File: src/rtl/gpio_ip_pkg.sv
// Shared constants for the gpio_ip register block: register word width
// and the byte offsets of every register in the map.
package gpio_ip_pkg;

  localparam int REG_W = 32;

  localparam logic [7:0] GPIO_ADDR_DATA = 8'h00;
  localparam logic [7:0] GPIO_ADDR_DIR  = 8'h04;
  localparam logic [7:0] GPIO_ADDR_IN   = 8'h08;
  localparam logic [7:0] GPIO_ADDR_SET  = 8'h0C;
  localparam logic [7:0] GPIO_ADDR_CLR  = 8'h10;

endpackage

File: src/rtl/gpio_sync.sv
// Vector 2-flop synchronizer for the asynchronous pin inputs.
// Both stages reset to 0. Each bit is synchronized independently, so a
// multi-bit change may land on different cycles per bit.
module gpio_sync #(
  parameter int W = 32
) (
  input  logic         clk,
  input  logic         rst,
  input  logic [W-1:0] d,
  output logic [W-1:0] q
);

  logic [W-1:0] meta;

  // Two back-to-back flops; q is the second (settled) stage.
  always_ff @(posedge clk or posedge rst) begin
    if (rst) begin
      meta <= '0;
      q    <= '0;
    end else begin
      meta <= d;
      q    <= meta;
    end
  end

endmodule

File: src/rtl/gpio_ip.sv
// gpio_ip: memory-mapped GPIO with DATA, DIR, IN, SET and CLR registers.
// Optional build macro GPIO_IN_SYNC_EN: when defined, gpio_in is passed
// through gpio_sync (2-cycle input latency); otherwise it is registered
// once (1-cycle latency).
//
// Bus protocol: no handshake and no wait states. wr_en high for a cycle
// performs exactly one write at that rising edge; rd_en high for a cycle
// performs one read whose data appears on rdata after that edge and is
// held until the next read. Strobes may be asserted every cycle, and a
// read and write in the same cycle see the pre-write register value.
module gpio_ip
  import gpio_ip_pkg::*;
#(
  parameter int GPIO_W = 32
) (
  input  logic             clk,
  input  logic             rst,
  input  logic             wr_en,
  input  logic             rd_en,
  input  logic [7:0]       addr,
  input  logic [REG_W-1:0] wdata,
  output logic [REG_W-1:0] rdata,
  input  logic [REG_W-1:0] gpio_in,
  output logic [REG_W-1:0] gpio_out
);

  // Bits at and above GPIO_W are never stored, so they always read 0.
  localparam logic [REG_W-1:0] PIN_MASK = {REG_W{1'b1}} >> (REG_W - GPIO_W);

  logic [REG_W-1:0] data_q;
  logic [REG_W-1:0] dir_q;
  logic [REG_W-1:0] in_q;
  logic [REG_W-1:0] rd_word;

`ifdef GPIO_IN_SYNC_EN
  // The synchronizer's second stage doubles as the IN register, which
  // keeps the input latency at two edges.
  gpio_sync #(.W(REG_W)) u_sync (
    .clk (clk),
    .rst (rst),
    .d   (gpio_in & PIN_MASK),
    .q   (in_q)
  );
`else
  // Single register stage straight from the pins.
  always_ff @(posedge clk or posedge rst) begin
    if (rst) in_q <= '0;
    else     in_q <= gpio_in & PIN_MASK;
  end
`endif

  // DATA and DIR updates; writes to IN or unmapped offsets fall through.
  always_ff @(posedge clk or posedge rst) begin
    if (rst) begin
      data_q <= '0;
      dir_q  <= '0;
    end else if (wr_en) begin
      case (addr)
        GPIO_ADDR_DATA: data_q <= wdata & PIN_MASK;
        GPIO_ADDR_DIR:  dir_q  <= wdata & PIN_MASK;
        GPIO_ADDR_SET:  data_q <= data_q | (wdata & PIN_MASK);
        GPIO_ADDR_CLR:  data_q <= data_q & ~wdata;
        default:        ;
      endcase
    end
  end

  // Read mux; write-only and unmapped offsets return 0.
  always_comb begin
    rd_word = '0;
    case (addr)
      GPIO_ADDR_DATA: rd_word = data_q;
      GPIO_ADDR_DIR:  rd_word = dir_q;
      GPIO_ADDR_IN:   rd_word = in_q;
      default:        rd_word = '0;
    endcase
  end

  // Registered read data, held while rd_en is low.
  always_ff @(posedge clk or posedge rst) begin
    if (rst)        rdata <= '0;
    else if (rd_en) rdata <= rd_word;
  end

  assign gpio_out = data_q & dir_q;

endmodule

File: config.mk
export PLATFORM = sky130hd
export DESIGN_NAME = gpio_ip
export DESIGN_NICKNAME = d
export VERILOG_FILES = /design/src/rtl/gpio_ip_pkg.sv /design/src/rtl/gpio_sync.sv /design/src/rtl/gpio_ip.sv
export SDC_FILE = /design/constraint.sdc
export NUM_CORES = 1
export LEC_CHECK = 0
export CORE_MARGIN = 5
export CORE_UTILIZATION = 49
export DETAILED_ROUTE_END_ITERATION = 8
export GPL_TIMING_DRIVEN = 0
export HOLD_SLACK_MARGIN = 0.15
export PLACE_DENSITY = 0.81
export SYNTH_ARGS = -nofsm -noshare
export SYNTH_HDL_FRONTEND = slang
export SYNTH_SLANG_ARGS = --single-unit
File: constraint.sdc
create_clock -name clk -period 4.2 [get_ports clk]
set_input_delay 0.42 -clock clk [delete_from_list [all_inputs] [get_ports clk]]
set_output_delay 0.42 -clock clk [all_outputs]
set_load 0.1 [all_outputs]
==> results of run 1 <==
-- how the worst min path moves through the flow --
| stage | from | to | slack [ns] | cells past startpoint |
|---|---|---|---|---|
| 3_5_place_dp | in_q[23]$_DFF_PP0_ | rdata[23]$_DFFE_PP0P_ | 0.46 | 2 |
| 6_report | rst | rdata[2]$_DFFE_PP0P_ | 0.23 | 2 |
| 3_3_place_gp | in_q[25]$_DFF_PP0_ | rdata[25]$_DFFE_PP0P_ | 0.45 | 2 |
| 4_1_cts | rst | rdata[2]$_DFFE_PP0P_ | 0.22 | 2 |
| 5_1_grt | rst | in_q[7]$_DFF_PP0_ | 0.25 | 2 |
| 2_1_floorplan | in_q[25]$_DFF_PP0_ | rdata[25]$_DFFE_PP0P_ | 0.44 | 2 |
-- worst reg2reg max path, delay by kind of cell, from the launching register on --
| kind | cells | cell delay [ns] |
|---|---|---|
| DFF | 1 | 0.40 |
| AOI/OAI and AO/OA | 2 | 0.30 |
| muxes | 1 | 0.14 |
-- state kept, by name (all words and copies together), names as in the netlist --
register / cells
data_q: 32
dir_q: 32
rdata: 32
in_q: 32
-- layout make-up --
| class | count | share of cell area (%) |
|---|---|---|
| plain buffers | 25 | 1.808 |
| inverters | 9 | 0.5094 |
| multi-input cells | 268 | 27.61 |
| flip-flops and latches | 128 | 42.07 |
| clock inverters | 6 | 0.7560 |
| clock buffers | 24 | 6.311 |
| well taps | 140 | 2.301 |
| repair buffers | 140 | 18.64 |
-- cells by family (layout without fill, tap and decap cells) --
| family | after synthesis | in the layout |
|---|---|---|
| multiplexers | 64 | 64 |
| AND/OR/NAND/NOR | 73 | 73 |
| flip-flops | 128 | 128 |
| AO/OA/AOI/OAI | 131 | 131 |
| buffers and inverters | 34 | 204 |
-- report_power, final --
part           switching [mW]  internal, mW
clock network           0.497         0.836
registers              0.0358          1.29
logic                   0.107         0.128
total                   0.639          2.25
-- per-stage QoR --
stage          power, mW  setup slack, ns  std cells  hold WS, ns
2_1_floorplan      1.454           0.3674        430       0.4383
3_3_place_gp       1.566           -1.172        709       0.4468
3_5_place_dp       1.580            1.707        710       0.4599
4_1_cts            2.917            1.558        740       0.2158
5_1_grt            2.998            1.507        740       0.2532
6_report           2.893            1.586        740       0.2269
-- routing by layer --
metal / wire, um / global-route usage [%]
met1: 5983 / 28.99
met2: 7039 / 36.88
met3: 978 / 5.953
met4: 271 / 8.507
met5: 0 / 0
-- layout by cell type (no fill, tap or decap), types with 2 or more instances in the layout --
| master | count |
|---|---|
| a21oi_1 | 24 |
| a22o_1 | 32 |
| a2bb2oi_1 | 8 |
| and2_1 | 33 |
| buf_2 | 8 |
| buf_4 | 3 |
| buf_6 | 3 |
| clkbuf_1 | 13 |
| clkbuf_16 | 16 |
| clkbuf_8 | 5 |
| clkdlybuf4s50_1 | 139 |
| clkinv_2 | 4 |
| dfrtp_1 | 128 |
| inv_1 | 8 |
| mux2_2 | 2 |
| mux2_4 | 30 |
| mux2i_1 | 32 |
| nand3b_1 | 2 |
| nor2_1 | 3 |
| nor2b_1 | 24 |
| nor3b_1 | 2 |
| o21ai_0 | 57 |
| o22ai_1 | 8 |
==> summary.md, run 1 <==
| Metric | Value |
|---|---|
| Fillers | slightly below 800 |
| Design area | approximately 7600 um2 |
| CTS Hold Bufs | 0 |
| First-pass GRT wire length | about 23 mm |
| Routed wire length | 14.27 mm |
| Synthesis Warnings | 0 |
| Sequential share of the synthesized area | about three fifths |
| Max-cap violations | 0 |
| Post-synth top cells | dfrtp_1, o21ai_0, and2_1, a22o_1, mux2i_1 |
| Final Util | between 60% and 70% |
| Clk_skew | roughly 0.0076 ns |
| Root Buffer | clkbuf_8 |
| CP Cell Sequence | and2_1 -> clkdlybuf4s50_1 |
| Cells on worst reg2reg path | 3 |
| Total number of vias | between 4000 and 5000 |
| Crit path from | dir_q[29]$_DFFE_PP0P_ |
| Post-cts resize count | 0 |
| Slew HR | about a third |
| Final TNS setup | 0 ns |
| CP endpoint kind | output port |
| Setup crit end | gpio_out[29] |
| TritonCTS Buffers | 17 |
| Largest family of logic cells by synthesized area | compound AO/OA/AOI/OAI gates |
| R2R Path End | rdata[26]$_DFFE_PP0P_ |
| Std-Cell Rows | 38 |
| Worst setup path category | flip-flop to output port |
| Asr flop ratio synth | 100.0% |
| Detailed placement HPWL | 9.805 mm |
| Die footprint | 13390 um2 |
| Setup bufs post-CTS | 0 |
| CP Depth | 2 |
| Compound-Gate Fraction of Synth Area | ~15% |
| Adder-cell share of the synthesized area | 0% |
| Die Height | approximately 120 um |
| Multi-input logic area | 2102 um2 |
| Final Hold Viols | 0 |
| Antenna violations before repair | 0 |
| Post-synthesis mux area share | between 10% and 20% |
| Period minus WS final | between 2 and 3 ns |
| Post-Synth Simple-Gate Area | 8.842% |
| Startpoint of the worst register-to-register path | data_q[26]$_DFFE_PP0P_ |
| Die width | 115.7 um |
| Share of post-route cells with drive strength above 1 | approximately an eighth |
| Biggest area consumer among synthesized cells | dfrtp_1 |
| Post-synthesis cell area | 5477 um2 |
| Max-slew violations | 0 |
| CTS tree | yes |
| Critical Path RT | roughly 3.8 ns |
| Pre-antenna DRT Iters | 4 |
| Outcome | complete, no violations |
| GRT overflow | 0 |
| Placed standard-cell area | between 7000 and 8000 um2 |
| Initial Utilization | 50.30% |
| R2R setup slack | between 3 and 4 ns |
| Ys flop type | dfrtp_1 |
| Worst path top cell family by delay | buffers and inverters |
| Nets@finish | approximately 670 |
| # setup viols final | 0 |
| Remaining DRCs | 0 |
| Lkg Pwr | between 3 and 4 nW |
| Via-to-Cell Ratio | between 5 and 6 |
| Largest net degree at the start of global routing | ~110 |
| PwrDens | roughly 380 nW/um2 |
| Worst-path fanout max | 3 |
| Vias in the first global route | 4454 |
| GRT Util Overall | between 20% and 30% |
| Sink Count | about 130 |
| Detailed Route Iter0 Violations | about 190 |
| DRT antenna net count | 0 |
| Gate count after technology mapping | 430 |
| Clock buffer depth | 2 |
| Avg Inst Size Synth | around 13 um2 |
| Synth area leaders | dfrtp_1, mux2_4, mux2i_1 |
| Maximum vdd drop | 0.0002590 V |
| ANT cells | 0 |
| Io pins | 140 |
| GP Congestion | 0.8176 |
| Synth cell types | 31 |
| Startpoint Class | flip-flop |
| Avg WL per Cell | 19.29 um |
| Syn_nets | about 510 |
| Count leader, synth | dfrtp_1 |
| Later-pin clock latency in the skew report | 0.52 ns |
| Flip-flop and latch area | roughly 3200 um2 |
| Clock Pin Slew Worst Setup and Hold Paths | around 0.06 ns |
| Worst min path class | input port to asynchronous set/reset pin |
| EDFF count, synth | 0 |
| Arr. time, crit path | 2.19 ns |
| Slowest-stage cell, CP | clkdlybuf4s50_1 |
| Critical path's largest stage delay | about 1.1 ns |
| Htree depth | 4 |
| Period utilization | between 60% and 70% |
| Core area | about 11000 um2 |
| Synth top area share | around 58% |
| Flops & latches, synth | 128 |
| Critical path buffer and inverter count | 1 |
| IO buf count | 139 |
| Area growth syn-to-layout | 39.02% |
| Achievable Freq | between 300 and 400 MHz |
| Post-synthesis xor/xnor area fraction | 0% |
| RSZ-0062 raised after global routing | no |
| Slew @ Worst Pin | 1.026 ns |
Note: power is estimated with default switching activity, not from simulation.
==> run 2: changes to the inputs <==
- CORE_UTILIZATION: 49 -> 44
- PLACE_DENSITY: 0.81 -> 0.77
- clock period: 4.2 -> 2.3 ns (I/O delays scaled with it)
==> run 2 against run 1 <==
  * Clock-buffer cell count decreased by 2
  * Non-clock buffer count increased by 2
  * Clock skew increased by 0.0017 ns
  * Critical path type unchanged
  * Critical endpoint is now rdata[29]
  * Clock power increased by 120%
  * Largest cell class unchanged
  * Cell count increased by 4.3%
  * Sequential power increased by 83%
  * First-iteration DRC count increased by 19%
==> summary.md, run 2 (synthesis results as in run 1) <==
| Metric | Value |
|---|---|
| Outcome | complete, no violations (unchanged) |
| GP Congestion | 0.8349 (was 0.8176) |
| PwrDens | 743.8 nW/um2 (was 380.0 nW/um2) |
| Critical path buffer and inverter count | 1 (unchanged) |
| Internal | 4.566 mW (was 2.253 mW) |
| Clock network fraction of design power | 50.7% (was 46.1%) |
| Via-to-Cell Ratio | 5.307 (was 5.445) |
| Fillers | 944 (was 779) |
| Startpoint of the worst register-to-register path | data_q[16]$_DFFE_PP0P_ (was data_q[26]$_DFFE_PP0P_) |
| Cells on worst reg2reg path | 3 (unchanged) |
| GRT overflow | 0 (unchanged) |
| Maximum vdd drop | 0.0004802 V (was 0.0002590 V) |
| Std-Cell Rows | 40 (was 38) |
| Worst path top cell family by delay | buffers and inverters (unchanged) |
| Startpoint Class | flip-flop (unchanged) |
| Period utilization | between 90% and 100% |
| Arr. time, crit path | 1.95 ns (was 2.19 ns) |
| Die footprint | 14780 um2 (was 13390 um2) |
| Comb pwr share | 7.5% (was 8.1%) |
| RSZ-0062 raised after global routing | no (unchanged) |
| CTS Hold Bufs | 0 (unchanged) |
| Slew @ Worst Pin | 1.030 ns (was 1.026 ns) |
| Die width | 121.6 um (was 115.7 um) |
| Slowest-stage cell, CP | clkdlybuf4s50_1 (unchanged) |
| Initial Utilization | 45.22% (was 50.30%) |
| Nets@finish | 667 (was 665) |
| Clock buffer depth | 2 (unchanged) |
| GRT Util Overall | 20.98% (was 22.53%) |
| Setup bufs post-CTS | 0 (unchanged) |
| Routed wire length | 14.74 mm (was 14.27 mm) |
| Lkg Pwr | 3.748 nW (was 3.446 nW) |
| Achievable Freq | between 400 and 500 MHz |
| Vias in the first global route | 4507 (was 4454) |
| Final Hold Viols | 0 (unchanged) |
| Flip-flop and latch area | 3203 um2 (unchanged) |
| Design area | 7775 um2 (was 7614 um2) |
| Later-pin clock latency in the skew report | 0.42 ns (was 0.52 ns) |
| Multi-input logic area | 2102 um2 (unchanged) |
| Remaining DRCs | 0 (unchanged) |
| Sw power | 1.217 mW (was 0.6395 mW) |
| R2R Path End | rdata[16]$_DFFE_PP0P_ (was rdata[26]$_DFFE_PP0P_) |
| Worst-path fanout max | 2 (was 3) |
| Critical path's largest stage delay | 1.16 ns (was 1.14 ns) |
| DRT antenna net count | 0 (unchanged) |
| Worst setup path category | flip-flop to output port (unchanged) |
| Pre-antenna DRT Iters | 5 (was 4) |
| Power Total | 5.783 mW (was 2.893 mW) |
| Critical Path RT | 2.07 ns (was 3.78 ns) |
| Root Buffer | clkbuf_16 (was clkbuf_8) |
| First-pass GRT wire length | 23.65 mm (was 22.89 mm) |
| Commonest non-fill, non-tap cell in the layout | dfrtp_1 (was clkdlybuf4s50_1) |
| Sink Count | 128 (unchanged) |
| Worst min path class | input port to asynchronous set/reset pin (unchanged) |
| Total number of vias | 4097 (was 4029) |
| Max-slew violations | 0 (unchanged) |
| ANT cells | 0 (unchanged) |
| CTS tree | yes (unchanged) |
| Detailed placement HPWL | 10.20 mm (was 9.805 mm) |
| Die Height | 121.6 um (was 115.7 um) |
| Switching Share | 21.04% (was 22.11%) |
| # setup viols final | 0 (unchanged) |
| Htree depth | 4 (unchanged) |
| Most frequent cells in the layout | dfrtp_1, clkdlybuf4s50_1, o21ai_0, and2_1 (was clkdlybuf4s50_1, dfrtp_1, o21ai_0, and2_1) |
| Placed standard-cell area | 7142 um2 (was 7076 um2) |
| Period minus WS final | 2.177 ns |
| Core area | 12110 um2 (was 10890 um2) |
| Clk_skew | 0.009356 ns (was 0.007647 ns) |
| CP Cell Sequence | clkdlybuf4s50_1 (was and2_1 -> clkdlybuf4s50_1) |
| IO buf count | 139 (unchanged) |
| Share of post-route cells with drive strength above 1 | 13.74% (was 13.17%) |
| Slew HR | 31.11% (was 31.38%) |
| Sequential Power Share | 41.8% (was 45.8%) |
| Io pins | 140 (unchanged) |
| Max-cap violations | 0 (unchanged) |
| Largest net degree at the start of global routing | 46 (was 106) |
| R2R setup slack | 1.32 ns (was 3.23 ns) |
| Avg WL per Cell | 19.09 um (was 19.29 um) |
| Post-cts resize count | 25 (was 0) |
| CP endpoint kind | output port (unchanged) |
| Area growth syn-to-layout | 41.97% (was 39.02%) |
| Detailed Route Iter0 Violations | 223 (was 187) |
| TritonCTS Buffers | 17 (unchanged) |
| Antenna violations before repair | 0 (unchanged) |
| WHS | 0.1733 ns (was 0.2269 ns) |
| Clock Pin Slew Worst Setup and Hold Paths | 0.06 ns (about the same) |
[run 2: stage by stage]
stage	cells	setup WS [ns]	util (%)	setup TNS, ns
3_5_place_dp	740	-0.01691	58.97	-0.02559
5_1_grt	772	0.08355	64.19	0
3_3_place_gp	737	-0.5600	58.47	-71.03
6_report	772	0.1230	64.19	0
4_1_cts	772	0.002792	64.05	0
2_1_floorplan	430	0.4888	-	0
[run 2: final cells by class]
class                           count  share of cell area, %
Buffer                             25                  1.770
Clock buffer                       22                  5.970
Clock inverter                     10                  2.350
Inverter                            9                 0.4828
Multi-Input combinational cell    268                  27.04
Sequential cell                   128                  41.20
Tap cell                          168                  2.704
Timing Repair Buffer              142                  18.49
[run 2: power groups by stage]
stage                     Sequential, mW  Clock, mW  Combinational (mW)
after floorplan                     2.44          0               0.215
after global placement              2.45          0               0.412
after detailed placement            2.45          0               0.438
after CTS                           2.42       2.95               0.439
after global routing                2.43       3.05               0.469
final                               2.42       2.93               0.434
[run 2: how the worst max path moves through the flow]
stage | startpoint | end | slack (ns) | cells past startpoint
6_report | rdata[29]$_DFFE_PP0P_ | rdata[29] | 0.12 | 1
5_1_grt | rdata[29]$_DFFE_PP0P_ | rdata[29] | 0.08 | 1
4_1_cts | data_q[11]$_DFFE_PP0P_ | gpio_out[11] | 0.003 | 2
3_5_place_dp | rd_en | rdata[3]$_DFFE_PP0P_ | -0.02 | 7
3_3_place_gp | rst | in_q[26]$_DFF_PP0_ | -0.56 | 2
2_1_floorplan | rst | data_q[0]$_DFFE_PP0P_ | 0.49 | 1
[run 2: metal layers]
| layer | vias up | wire, um | global-route usage (%) |
|---|---|---|---|
| met4 | 0 | 332 | 8.754 |
| met3 | 23 | 1154 | 7.614 |
| met5 | - | 0 | 0 |
| li1 | 1871 | - | - |
| met1 | 2064 | 6161 | 26.14 |
| met2 | 139 | 7087 | 33.16 |
